**src/rtl/seq_alu_pkg.sv**
```systemverilog
// seq_alu shared types: function encoding and control states.
package seq_alu_pkg;

    typedef enum logic [2:0] {
        ADD  = 3'b000,
        MUL  = 3'b001,
        LSL  = 3'b010,
        LSR  = 3'b011,
        ORR  = 3'b100,
        ANDR = 3'b101,
        CAT  = 3'b110,
        HOLD = 3'b111
    } alu_fn_e;

    typedef enum logic {
        IDLE = 1'b0,
        MUL_RUN = 1'b1
    } state_e;

endpackage

```
**src/rtl/shift_add_mult.sv**
```systemverilog
// Iterative unsigned shift-add multiplier, one bit of a per step.
module shift_add_mult #(
    parameter int N = 4
) (
    input  logic           Clock,
    input  logic           Reset_b,
    input  logic           load,
    input  logic [N-1:0]   a,
    input  logic [N-1:0]   b,
    input  logic           step,
    output logic [2*N-1:0] product
);

    logic [2*N-1:0] acc;
    logic [2*N-1:0] mcand;
    logic [N-1:0]   mplier;

    // Partial product including the pending step, so the last step can commit directly
    assign product = acc + (mplier[0] ? mcand : '0);

    always_ff @(posedge Clock or negedge Reset_b) begin
        if (!Reset_b) begin
            acc    <= '0;
            mcand  <= '0;
            mplier <= '0;
        end else if (load) begin
            acc    <= '0;
            mcand  <= {{N{1'b0}}, b};
            mplier <= a;
        end else if (step) begin
            acc    <= product;
            mcand  <= mcand << 1;
            mplier <= mplier >> 1;
        end
    end

endmodule

```
**src/rtl/seq_alu.sv**
```systemverilog
// Registered accumulator ALU: operand B is the low half of ALUout.
module seq_alu
    import seq_alu_pkg::*;
#(
    parameter int N = 4
) (
    input  logic           Clock,
    input  logic           Reset_b,
    input  logic [N-1:0]   Data,
    input  logic [2:0]     Function,
    input  logic           Start,
    output logic           Busy,
    output logic           Done,
    output logic [2*N-1:0] ALUout
);

    localparam int CW = $clog2(N + 1);

    state_e         state;
    logic [CW-1:0]  cnt;
    alu_fn_e        fn;
    logic [N-1:0]   a;
    logic [N-1:0]   b;
    logic [2*N-1:0] wide_b;
    logic [2*N-1:0] res;
    logic [2*N-1:0] product;
    logic           accept;
    logic           mul_load;

    assign fn       = alu_fn_e'(Function);
    assign a        = Data;
    assign b        = ALUout[N-1:0];
    assign wide_b   = {{N{1'b0}}, b};
    assign accept   = (state == IDLE) && Start;
    assign mul_load = accept && (fn == MUL);

    always_comb begin
        res = ALUout;
        unique case (fn)
            ADD:  res = {{(N-1){1'b0}}, {1'b0, a} + {1'b0, b}};
            LSL:  res = (32'(a) >= 2 * N) ? '0 : wide_b << a;
            LSR:  res = (32'(a) >= 2 * N) ? '0 : wide_b >> a;
            ORR:  res = {{(2*N-1){1'b0}}, |{a, b}};
            ANDR: res = {{(2*N-1){1'b0}}, &{a, b}};
            CAT:  res = {a, b};
            MUL,
            HOLD: res = ALUout;
        endcase
    end

    shift_add_mult #(.N(N)) u_mult (
        .Clock   (Clock),
        .Reset_b (Reset_b),
        .load    (mul_load),
        .a       (a),
        .b       (b),
        .step    (state == MUL_RUN),
        .product (product)
    );

    always_ff @(posedge Clock or negedge Reset_b) begin
        if (!Reset_b) begin
            state  <= IDLE;
            cnt    <= '0;
            Busy   <= 1'b0;
            Done   <= 1'b0;
            ALUout <= '0;
        end else begin
            Done <= 1'b0;
            unique case (state)
                IDLE: begin
                    if (mul_load) begin
                        state <= MUL_RUN;
                        cnt   <= '0;
                        Busy  <= 1'b1;
                    end else if (accept) begin
                        ALUout <= res;
                        Done   <= 1'b1;
                    end
                end
                MUL_RUN: begin
                    if (cnt == CW'(N - 1)) begin
                        state  <= IDLE;
                        Busy   <= 1'b0;
                        Done   <= 1'b1;
                        ALUout <= product;
                    end else begin
                        cnt <= cnt + 1'b1;
                    end
                end
            endcase
        end
    end

endmodule

```
**config.mk**
```make
export PLATFORM = sky130hd
export DESIGN_NAME = seq_alu
export DESIGN_NICKNAME = d
export VERILOG_FILES = /design/src/rtl/seq_alu_pkg.sv /design/src/rtl/shift_add_mult.sv /design/src/rtl/seq_alu.sv
export SDC_FILE = /design/constraint.sdc
export NUM_CORES = 1
export LEC_CHECK = 0
export CORE_MARGIN = 2
export CORE_UTILIZATION = 58
export CTS_CLUSTER_DIAMETER = 40
export DETAILED_ROUTE_END_ITERATION = 8
export PLACE_DENSITY = 0.8
export SKIP_LAST_GASP = 1
export SLEW_MARGIN = 25
export SYNTH_ARGS = -nofsm -noshare
export SYNTH_HDL_FRONTEND = slang
export SYNTH_SLANG_ARGS = --single-unit
```
**constraint.sdc**
```tcl
create_clock -name Clock -period 2.46 [get_ports Clock]
set_clock_uncertainty 0.05 [all_clocks]
set_input_delay 0.738 -clock Clock [delete_from_list [all_inputs] [get_ports Clock]]
set_output_delay 0.738 -clock Clock [all_outputs]
set_load 0.02 [all_outputs]
```
==> summary by stage <==
Run status
The flow ran to the end, and the final reports show no timing, DRC or antenna violations.

Critical path
The number of cells on the worst reg-to-reg path is 8. The critical path goes through clkdlybuf4s50_1, buf_4, mux2_2, mux2_2, buf_4, nand3_1, a211oi_1, o22a_1. In this run the critical register-to-register path is launched from u_mult.mcand[0]$_DFFE_PN0P_. The slowest cell on the critical path is clkdlybuf4s50_1. The count of buffer and inverter cells on the critical path is 3.

The type of origin of the critical path is an input pin. The worst setup path is captured at a flop. The cell family contributing the most delay on the critical path is buffers and inverters. The required time reported for the critical path endpoint is about 2.6 ns. The largest single stage delay on the critical path is ~0.50 ns. The data arrival at the endpoint of the critical path is 2.58 ns.

The slack of the worst reg-to-reg path is 0.14 ns. The worst setup path is of the input pin to flop kind. The endpoint identified for the worst register-to-register timing path is ALUout[6]$_DFFE_PN0P_.

The largest driver fanout on the critical path is 13.

Clock network
The clock passes through at most 2 buffers. The CTS tree is built. The worst-skew pair later-pin latency is 0.29 ns.

TritonCTS created 5 clock buffers. The number of buffers inserted to repair setup after CTS is 0. The clock edge transition at the registers on the reported setup and hold paths is 0.08 ns. The total clock sinks is 34. The H-tree was split into 2 levels. Clock tree synthesis selected as its root buffer the cell clkbuf_8.

Power
The power share of the combinational group is 53.4%. The power share of the sequential group is 32.3%. The total power per unit cell area is 1010 nW/um2.

The net switching component of the power is 0.00131 W. The worst vdd rail ir drop is 0.668 mV. The net switching fraction of the power is 43.2%. The leakage power total is 1.48 nW. The cell internal power dissipation is 0.00173 W.

Per report_power, the clock group accounts for 14.4% of the total.

Yosys
Yosys attributes the largest share of cell area to dfrtp_1, nand2_1, ha_1. The number of nets in the synthesized netlist is 310. The count of flip-flops with a built-in enable after synthesis is 0. The mapped netlist covers 2430 um2.

The fraction of the yosys area taken by sequential cells is between 30% and 40%. Synthesis inferred 34 register bits. Counting flops with an async set or reset pin after synthesis yields a share of 100%. Among all flip-flop cells after synthesis, the most frequent one is dfrtp_1. The number of library cell types mapped by synthesis is 54. The library cell occupying the most area in the post-synthesis netlist is dfrtp_1. In this run the biggest area consumer among cell types represents 35.0% of the synthesized area. The yosys synthesis warning count is 0. The mean post-synth cell area is approximately 8.6 um2.

Synthesis handed over a netlist of 283 instances.

Global routing
Across every metal layer, demand over resource in global routing totals 30.6%. The number of global-route vias before repair was 2252. The maximum number of pins on one net before global-route repair is 35. The initial antenna violation count came to 0. The global-route wire length before repair is 10600 um. The global-route congestion overflow total is 0.

Final layout
The synthesis-to-layout area growth is 24.4%. The share of post-route cells with drive strength above 1 is between 10% and 20%. Excluding fillers, the count of instances in the completed layout stands at 384. The final instance area is 3020 um2.

The antenna cell count is 0. At the end of the flow, the number of nets in the layout was 360.

Detailed routing
For this run, design rule violations remaining after detail routing come to 0. The via density per instance is 6.10. The first detailed-routing pass took 4 iterations. The detail route stage leaves a number of antenna-violating nets equal to 0. After the first detailed-routing iteration, the DRC count stood at about 160.

Detailed routing inserted a total of approximately 2.3k vias. The detailed-route wire length is approximately 6700 um. The wire length per cell after detailed routing is 17.3 um.

Run
Max-cap violations in this run came to 0.

Timing
The number of slew-limit violations in the final report is 0. The worst path uses between 90% and 100% of the clock period. Setup repair after global routing could not meet its margin everywhere. The relative max-transition margin is 69.4%.

The count of endpoints failing hold in the final timing report is 0. The clock period minus worst slack is about 2.5 ns. After routing, the total negative slack on setup checks comes to 0 ns. For this run, the top clock speed supported by timing is about 400 MHz. The smallest hold slack is roughly 0.45 ns.

The transition time at the pin with the least slew margin is between 0.4 and 0.5 ns. Setup violations remaining at the end of the flow were counted as 0.

Placement
The HPWL after detailed placement is 5000 um. At the end of routability-driven placement, the weighted congestion stood at about 0.95. The placed instance area is between 2000 and 3000 um2. The number of placed instances, taps included, is 376. The count of input and output buffers is 19.

Die
The die height is ~69 um. After floorplanning, the core was divided into 23 placement rows. The starting density of the core is between 60 and 70%. The core region is 4030 um2. The die is 68.7 um wide. The number of placed I/O pins is 20. The die covers 4720 um2.

Hold path
The cell depth of the worst hold path is 2. The path class of the lowest-slack min-delay path is flop to flop. The source of the worst hold timing path is Busy$_DFFE_PN0P_.

The capture endpoint of the worst hold path is Busy$_DFFE_PN0P_.
## Yosys cell counts (2+ instances only)
| cell | number |
|---|---|
| o211ai_1 | 2 |
| nand2b_1 | 5 |
| nor2_1 | 12 |
| nor4_1 | 6 |
| a22o_1 | 2 |
| o22ai_1 | 4 |
| o21ai_0 | 15 |
| a211oi_1 | 5 |
| xor2_1 | 2 |
| nor2b_1 | 3 |
| mux2i_1 | 7 |
| fa_1 | 2 |
| and3_1 | 3 |
| o22a_1 | 2 |
| a22oi_1 | 7 |
| inv_1 | 12 |
| buf_4 | 2 |
| mux2_2 | 2 |
| nand3_1 | 9 |
| a31oi_1 | 6 |
| a21o_1 | 7 |
| dfrtp_1 | 34 |
| nor3_1 | 4 |
| ha_1 | 15 |
| a211o_1 | 2 |
| xnor2_1 | 2 |
| nand2_1 | 52 |
| buf_2 | 3 |
| a311oi_1 | 2 |
| a21oi_1 | 7 |
| nand4_1 | 6 |
| o21bai_1 | 2 |
| and2_1 | 10 |
| or4_1 | 2 |
| clkbuf_1 | 8 |
## sequential cells by signal, indices dropped and copies added (netlist names)
register       flops
state              1
Busy               1
u_mult.mcand       8
u_mult.acc         8
u_mult.mplier      4
ALUout             8
Done               1
cnt                3
## stage by stage
| step | power [W] | utilization [%] | worst slack, ns |
|---|---|---|---|
| 2_1_floorplan | 0.00194 | - | 0.0787 |
| 3_3_place_gp | 0.00251 | 72.0 | -0.287 |
| 3_5_place_dp | 0.00257 | 72.0 | -0.399 |
| 4_1_cts | 0.00302 | 74.5 | 0.00709 |
| 5_1_grt | 0.00325 | 75.0 | -0.0247 |
| 6_report | 0.00304 | 75.0 | 0.00367 |
## cell type report
type	instances	area, um2
clock buffers	6	82.6
clock inverters	2	12.5
fillers	321	1010
inverters	13	50.0
multi-input cells	221	1470
flip-flops and latches	34	851
well taps	50	62.6
repair buffers	58	488
## power groups by stage
| stage | clock [W] | sequential (W) | combinational, W |
|---|---|---|---|
| 2_1_floorplan | 0 | 0.00105 | 0.000891 |
| 3_3_place_gp | 0 | 0.000979 | 0.00153 |
| 3_5_place_dp | 0 | 0.000991 | 0.00158 |
| 4_1_cts | 0.000441 | 0.000981 | 0.00160 |
| 5_1_grt | 0.000463 | 0.00101 | 0.00178 |
| 6_report | 0.000437 | 0.000982 | 0.00162 |
## how the worst max path moves through the flow
stage,depth (start not counted),to,startpoint
after floorplan,7,ALUout[2]$_DFFE_PN0P_,Data[1]
after global placement,8,ALUout[2]$_DFFE_PN0P_,Data[0]
after detailed placement,8,ALUout[2]$_DFFE_PN0P_,Data[0]
after CTS,8,ALUout[2]$_DFFE_PN0P_,Data[0]
after global routing,8,ALUout[6]$_DFFE_PN0P_,Data[0]
final,8,ALUout[6]$_DFFE_PN0P_,Data[0]
## worst reg2reg max path, cell delays in order (launching register included)
cell      delay [ns]
dfrtp_1         0.40
and2_1          0.17
ha_1            0.22
fa_2            0.39
a211o_1         0.27
o211ai_1        0.13
mux2i_1         0.27
nand4_1         0.13
o22a_1          0.18
## metal layers
layer	vias to the layer above	share of wire, %	global-route usage [%]
li1	1130	-	-
met1	1127	45	39.5
met2	75	48	51.7
met3	12	5.4	6.17
met4	0	1.7	9.31
met5	-	0	0
## timing repair
action / in CTS / in global routing
pin swaps: 1 / 1
setup endpoints to repair: 1 / 6
gates resized for setup: 2 / 7
hold buffers: 0 / 0
## cell families after synthesis
group,after synthesis,synth area share [%]
adders and majority gates,17,9.38
and+or+nand+nor,118,24.4
DFF,34,35.0
muxes,9,3.81
xor gates and xnor gates,4,1.44
buffers and inverters,28,5.15
AOI/OAI and AO/OA,73,20.8
## layout by cell type (no fill, tap or decap), types with 2 or more instances in the layout
cell type,instances
a211o_1,2
a211oi_1,5
a21o_1,7
a21oi_1,7
a22o_1,2
a22oi_1,7
a311oi_1,2
a31oi_1,6
and2_1,10
and3_1,3
buf_4,39
clkbuf_8,6
clkdlybuf4s50_1,17
clkinv_2,2
dfrtp_1,34
dlymetal6s2s_1,2
fa_2,2
ha_1,14
inv_1,12
mux2_2,2
mux2i_1,6
nand2_1,52
nand2b_1,5
nand3_1,9
nand4_1,6
nor2_1,12
nor2b_1,3
nor3_1,4
nor4_1,6
o211ai_1,2
o21ai_0,15
o22a_1,2
o22ai_1,4
or4_1,2
xnor2_1,2
xor2_1,2
No activity file was read; power rests on OpenSTA's default activity.
